$ cat config.mk
export PLATFORM = sky130hd
export DESIGN_NAME = mul_accum_flat
export DESIGN_NICKNAME = d
export VERILOG_FILES = /design/src/rtl/mul_accum_if.sv /design/src/rtl/mul_accum.sv /design/src/flat_wrapper.sv
export SDC_FILE = /design/constraint.sdc
export NUM_CORES = 1
export LEC_CHECK = 0
export BUFFER_PORTS_ARGS = -buffer_cell sky130_fd_sc_hd__buf_2
export CORE_MARGIN = 2
export CORE_UTILIZATION = 41
export CTS_BUF_LIST = sky130_fd_sc_hd__clkbuf_8
export DETAILED_ROUTE_END_ITERATION = 16
export GPL_TIMING_DRIVEN = 0
export PLACE_DENSITY = 0.73
export SLEW_MARGIN = 20
export SYNTH_ARGS = -nofsm -noshare
export SYNTH_HDL_FRONTEND = slang
export SYNTH_SLANG_ARGS = --single-unit
$ cat constraint.sdc
create_clock -name clk -period 8.2 [get_ports clk]
set_input_delay 0.41 -clock clk [delete_from_list [all_inputs] [get_ports clk]]
set_output_delay 0.41 -clock clk [all_outputs]
set_load 0.05 [all_outputs]
$ cat src/rtl/mul_accum_if.sv
// mul_accum_if - stream bundle between a product source and mul_accum.
//   Input side : in_valid / in_ready / in_prod / in_last (product beats)
//   Output side: out_valid / out_ready / out_acc / out_cnt / out_ovf (frame result)
//   master modport: the environment (drives beats, takes results)
//   slave  modport: the accumulator block
interface mul_accum_if #(
    parameter int PROD_W = 12,
    parameter int ACC_W  = 16,
    parameter int CNT_W  = 8
);
    logic              in_valid;
    logic              in_ready;
    logic [PROD_W-1:0] in_prod;
    logic              in_last;
    logic              out_valid;
    logic              out_ready;
    logic [ACC_W-1:0]  out_acc;
    logic [CNT_W-1:0]  out_cnt;
    logic              out_ovf;

    modport master (
        output in_valid, in_prod, in_last, out_ready,
        input  in_ready, out_valid, out_acc, out_cnt, out_ovf
    );

    modport slave (
        input  in_valid, in_prod, in_last, out_ready,
        output in_ready, out_valid, out_acc, out_cnt, out_ovf
    );
endinterface

$ cat src/rtl/mul_accum.sv
// mul_accum - saturating signed multiply-accumulate back end.
//   Accepts two's-complement products, sums them into a saturating signed
//   accumulator, and presents sum / beat count / overflow flag when a frame
//   ends (in_last), holding them until out_ready.
// Ports:
//   clk   - system clock, rising edge
//   rst   - synchronous active-high reset
//   clear - synchronous frame abort (zeroes registers, drops held result)
//   bus   - mul_accum_if slave modport (beat input and result output)
module mul_accum #(
    parameter int PROD_W = 12,
    parameter int ACC_W  = 16,
    parameter int CNT_W  = 8
) (
    input  logic clk,
    input  logic rst,
    input  logic clear,
    mul_accum_if.slave bus
);
    typedef enum logic {ST_ACCUM = 1'b0, ST_HOLD = 1'b1} state_t;

    localparam logic [ACC_W-1:0] ACC_MAX = {1'b0, {(ACC_W-1){1'b1}}};
    localparam logic [ACC_W-1:0] ACC_MIN = {1'b1, {(ACC_W-1){1'b0}}};
    localparam logic [CNT_W-1:0] CNT_ONE = {{(CNT_W-1){1'b0}}, 1'b1};

    state_t           r_state;
    logic [ACC_W-1:0] r_acc;
    logic [CNT_W-1:0] r_cnt;
    logic             r_ovf;

    state_t           w_state_next;
    logic [ACC_W-1:0] w_acc_next;
    logic [CNT_W-1:0] w_cnt_next;
    logic             w_ovf_next;

    logic             w_accept;
    logic [ACC_W:0]   w_prod_ext;
    logic [ACC_W:0]   w_sum;
    logic             w_sat;

    // Sign-extend the product to the one-bit-wider sum width.
    for (genvar gi = 0; gi <= ACC_W; gi++) begin : g_ext
        if (gi < PROD_W) begin : g_lo
            assign w_prod_ext[gi] = bus.in_prod[gi];
        end else begin : g_hi
            assign w_prod_ext[gi] = bus.in_prod[PROD_W-1];
        end
    end

    assign w_accept = bus.in_valid && (r_state == ST_ACCUM);
    assign w_sum    = {r_acc[ACC_W-1], r_acc} + w_prod_ext;
    // Out of range exactly when the two top bits of the wide sum disagree;
    // the top bit then gives the direction.
    assign w_sat    = w_sum[ACC_W] ^ w_sum[ACC_W-1];

    always_comb begin
        w_state_next = r_state;
        w_acc_next   = r_acc;
        w_cnt_next   = r_cnt;
        w_ovf_next   = r_ovf;
        if (clear) begin
            // A beat offered alongside clear is consumed (in_ready is high) and dropped.
            w_state_next = ST_ACCUM;
            w_acc_next   = '0;
            w_cnt_next   = '0;
            w_ovf_next   = 1'b0;
        end else if (r_state == ST_ACCUM) begin
            if (w_accept) begin
                if (w_sat) begin
                    w_acc_next = w_sum[ACC_W] ? ACC_MIN : ACC_MAX;
                    w_ovf_next = 1'b1;
                end else begin
                    w_acc_next = w_sum[ACC_W-1:0];
                end
                if (r_cnt != {CNT_W{1'b1}}) begin
                    w_cnt_next = r_cnt + CNT_ONE;
                end
                if (bus.in_last) begin
                    w_state_next = ST_HOLD;
                end
            end
        end else begin
            if (bus.out_ready) begin
                w_state_next = ST_ACCUM;
                w_acc_next   = '0;
                w_cnt_next   = '0;
                w_ovf_next   = 1'b0;
            end
        end
    end

    always_ff @(posedge clk) begin
        if (rst) begin
            r_state <= ST_ACCUM;
            r_acc   <= '0;
            r_cnt   <= '0;
            r_ovf   <= 1'b0;
        end else begin
            r_state <= w_state_next;
            r_acc   <= w_acc_next;
            r_cnt   <= w_cnt_next;
            r_ovf   <= w_ovf_next;
        end
    end

    // Handshake outputs come from state only; no path from out_ready to in_ready.
    assign bus.in_ready  = (r_state == ST_ACCUM);
    assign bus.out_valid = (r_state == ST_HOLD);
    assign bus.out_acc   = r_acc;
    assign bus.out_cnt   = r_cnt;
    assign bus.out_ovf   = r_ovf;
endmodule

$ cat src/flat_wrapper.sv
// flat-port wrapper written by rule: the top's interface ports become plain ports
module mul_accum_flat 
#(
    parameter int PROD_W = 12,
    parameter int ACC_W  = 16,
    parameter int CNT_W  = 8
)
  (clk, rst, clear, bus_in_valid, bus_in_prod, bus_in_last, bus_out_ready, bus_in_ready, bus_out_valid, bus_out_acc, bus_out_cnt, bus_out_ovf);
  mul_accum_if #(.PROD_W(PROD_W), .ACC_W(ACC_W), .CNT_W(CNT_W)) bus_i ();
  input  logic clk;
  input  logic rst;
  input  logic clear;
  input wire logic [$bits(bus_i.in_valid)-1:0] bus_in_valid;
  input wire logic [$bits(bus_i.in_prod)-1:0] bus_in_prod;
  input wire logic [$bits(bus_i.in_last)-1:0] bus_in_last;
  input wire logic [$bits(bus_i.out_ready)-1:0] bus_out_ready;
  output wire logic [$bits(bus_i.in_ready)-1:0] bus_in_ready;
  output wire logic [$bits(bus_i.out_valid)-1:0] bus_out_valid;
  output wire logic [$bits(bus_i.out_acc)-1:0] bus_out_acc;
  output wire logic [$bits(bus_i.out_cnt)-1:0] bus_out_cnt;
  output wire logic [$bits(bus_i.out_ovf)-1:0] bus_out_ovf;
  assign bus_i.in_valid = bus_in_valid;
  assign bus_i.in_prod = bus_in_prod;
  assign bus_i.in_last = bus_in_last;
  assign bus_i.out_ready = bus_out_ready;
  assign bus_in_ready = bus_i.in_ready;
  assign bus_out_valid = bus_i.out_valid;
  assign bus_out_acc = bus_i.out_acc;
  assign bus_out_cnt = bus_i.out_cnt;
  assign bus_out_ovf = bus_i.out_ovf;
  mul_accum #(.PROD_W(PROD_W), .ACC_W(ACC_W), .CNT_W(CNT_W)) u_core (.clk(clk), .rst(rst), .clear(clear), .bus(bus_i));
endmodule
==> reports/qor.yml <==
pwr:
  power_density_nw_per_um2: 184
  leakagePower_nw: 0.985
  ir_drop_uv: 77.3
  power_mw: 0.385
logic_synthesis:
  yosysSeqAreaShare: 0.299
  ys_warn_count: 0
  synth-seq-cells: 26
  synth_compound_area_frac: 0.296
  synth_mux_area_frac: 0.0115
  synthesis.area_sq_um: 1740
  yosys-top-cells-area: "dfxtp_1, ha_1, a221o_2"
  synthesis.instances: 187
  synth_edf_count: 0
  synth_simple_gate_area_share: 0.148
  synth_fa_ha_area_frac: 0.134
  yosys.area.top_type: "dfxtp_1"
  synth_top_family_by_area: "compound AO/OA/AOI/OAI gates"
  synth-xor-area-share: 0.0857
  synthFlopType: "dfxtp_1"
  synth.net_count: 223
  async_flop_share: 0
  synth_top_cell_area_share: 0.299
  post_synth_num_cell_types: 44
  synth.avg_cell_area_sq_um: 9.29
clocking:
  cts_setup_buffers: 0
  ctsResizeCount: 0
  cts_buffer_depth: 2
  clock_latency_ns: 0.27
  cts_tree: "yes"
  hold_buffers: 0
  path_clk_slew_ns: 0.10
  cts_buffers: 3
  clock_sinks: 26
  cts_root_buf: "clkbuf_8"
  htreeDepth: 1
detailed_routing:
  via_per_inst: 5.61
  wirelength_mm: 3.74
  wl_per_cell_microns: 13.1
  dr.pass1.iters: 4
  drc: 0
  vias: 1600
  drtAntennaViolNets: 0
  first_iter_violations: 65
critical_path:
  r2r-start: "u_core.bus.out_acc[0]$_SDFFE_PP0P_"
  cp.required_ns: 8.36
  worstRegToRegCells: 10
  cp-end-kind: "flop"
  arrival_ns: 3.11
  crit_path_start: "u_core.bus.out_acc[0]$_SDFFE_PP0P_"
  cp_max_fo: 10
  crit_path_start_kind: "flop"
  critPathKind: "reg2reg"
job:
  maxCapViolations: 0
global_routing:
  grt_max_degree: 16
  grtUsageMet1: 0.215
  gr-max-usage-layer: "met2"
  met3_usage: 0.0263
  grt_pass1_wl_mm: 6.33
  overflow: 0
  grt_usage: 0.156
  grt_pass1_vias: 1464
  met2_usage: 0.244
  antenna_found_initial: 0
place:
  post-dp-hpwl_mm: 2.85
  portBuffers: 44
  gp_congestion: 0.806
sta:
  setup_tns_ns: 0
  final_hold_viol_count: 0
  rsz0062_at_grt: "no"
  finalSetupViolCount: 0
  slew_headroom: 0.649
  clock_skew_ns: 0.00333
  drv_slew: 0
  worstMarginPinSlew_ns: 0.526
  fin_crit_ns: 2.95
  max_freq_mhz: 339
  post-route-period-util: 0.360
cells_and_area:
  fillers: 403
  layout.nets: 272
  drive_gt1_frac: 0.289
  n_antenna_cell: 0
  areaGrowthSynthToFinish_pct: 20.4
run_status:
  run_status: "finished clean"
hold_path:
  min_path_type: "in2reg"
  hp-start: "bus_in_last"
  whs_path_depth: 3
die:
  die_width_microns: 69.1
  coreArea_sq_um: 4030
  start_util: 0.431
  dieArea_sq_um: 4780
  row_count: 23
  io_pins: 45
  die_y_microns: 69.1
-- cell type report --
class / count / area (sq um) / share of cell area
Buffer: 6 / 33.8 / 0.0161
Clock buffer: 3 / 41.3 / 0.0197
Clock inverter: 1 / 30.0 / 0.0144
Inverter: 3 / 11.3 / 0.00538
Multi-Input combinational cell: 152 / 1170 / 0.560
Sequential cell: 26 / 520 / 0.249
Tap cell: 50 / 62.6 / 0.0299
Timing Repair Buffer: 44 / 220 / 0.105
-- cells in the mapped netlist (2+ instances only) --
library cell,count
dfxtp_1,26
a21oi_1,18
ha_1,17
nor2_1,16
a221o_2,10
xor2_1,10
nand2_1,9
xnor2_1,7
o21ai_0,6
a21o_1,5
a221o_1,5
and4_1,4
o211ai_1,4
a31oi_1,3
inv_1,3
nand4_1,3
nor2b_1,3
nor3_1,3
or3_1,3
a211oi_1,2
and3_1,2
buf_2,2
clkbuf_1,2
mux2i_1,2
o21a_1,2
o21ai_2,2
-- final timing paths --
kind,to,slack [ns]
min reg2reg,u_core.bus.out_ovf$_SDFFE_PP0P_,0.49
max,u_core.bus.out_acc[11]$_SDFFE_PP0P_,5.25
max reg2reg,u_core.bus.out_acc[11]$_SDFFE_PP0P_,5.25
min,u_core.bus.out_valid$_SDFF_PP0_,0.38
-- per-stage QoR --
step	setup slack, ns	utilization	instances	cell area (sq um)	hold slack, ns
floorplan	5.31	-	187	1740	0.551
global placement	5.07	0.502	281	2020	0.460
detailed placement	5.09	0.502	281	2020	0.464
CTS	5.23	0.519	285	2090	0.373
global route	5.02	0.519	285	2090	0.400
finish	5.25	0.519	285	2090	0.377
-- kinds of logic (layout without fill, tap and decap cells) --
family / Yosys count / count (layout)
AO/OA/AOI/OAI: 68 / 68
AND/OR/NAND/NOR: 47 / 47
flip-flops: 26 / 26
adder cells (fa/ha/maj): 18 / 18
XOR/XNOR: 17 / 17
buffers and inverters: 9 / 57
multiplexers: 2 / 2
-- registers in the layout, indices dropped and copies added, names as in the netlist --
name / count
u_core.bus.out_cnt: 8
u_core.bus.out_ovf: 1
u_core.bus.out_acc: 16
u_core.bus.out_valid: 1
-- routing by layer --
| layer | vias to the layer above | share of wire |
|---|---|---|
| met3 | 6 | 0.034 |
| met1 | 745 | 0.50 |
| met5 | - | 0 |
| met2 | 32 | 0.45 |
| met4 | 0 | 0.016 |
| li1 | 817 | - |
-- critical path, stage by stage (launching register included) --
cell and delay (ns):
dfxtp_1 0.34, ha_1 0.24, fa_1 0.43, a211oi_1 0.24
o21ai_1 0.17, o221ai_1 0.25, and4_1 0.33, mux2i_1 0.12
and2_4 0.18, buf_2 0.19, a221o_2 0.35
-- power breakdown --
part	switching (mW)	leakage [nW]	internal (mW)
clock	0.0419	0.0357	0.0653
sequential	0.00750	0.212	0.135
combinational	0.0849	0.738	0.0502
-- cells in the final DEF, fill, tap and decap left out, types with 2 or more instances in the layout --
cell type / Yosys / final
xnor2_1: 7 / 7
a31oi_1: 3 / 3
a211oi_1: 2 / 2
inv_1: 3 / 3
o21ai_2: 2 / 2
dfxtp_1: 26 / 26
o21ai_0: 6 / 6
a221o_2: 10 / 10
xor2_1: 10 / 10
buf_2: 2 / 46
a221o_1: 5 / 5
a21o_1: 5 / 5
clkbuf_1: 2 / 2
nand4_1: 3 / 3
clkbuf_8: 0 / 3
nor2b_1: 3 / 3
ha_1: 17 / 17
o21a_1: 2 / 2
nor2_1: 16 / 16
and3_1: 2 / 2
nor3_1: 3 / 3
o211ai_1: 4 / 4
and4_1: 4 / 4
or3_1: 3 / 3
nand2_1: 9 / 9
a21oi_1: 18 / 18
mux2i_1: 2 / 2
Note: power is estimated with default switching activity, not from simulation.
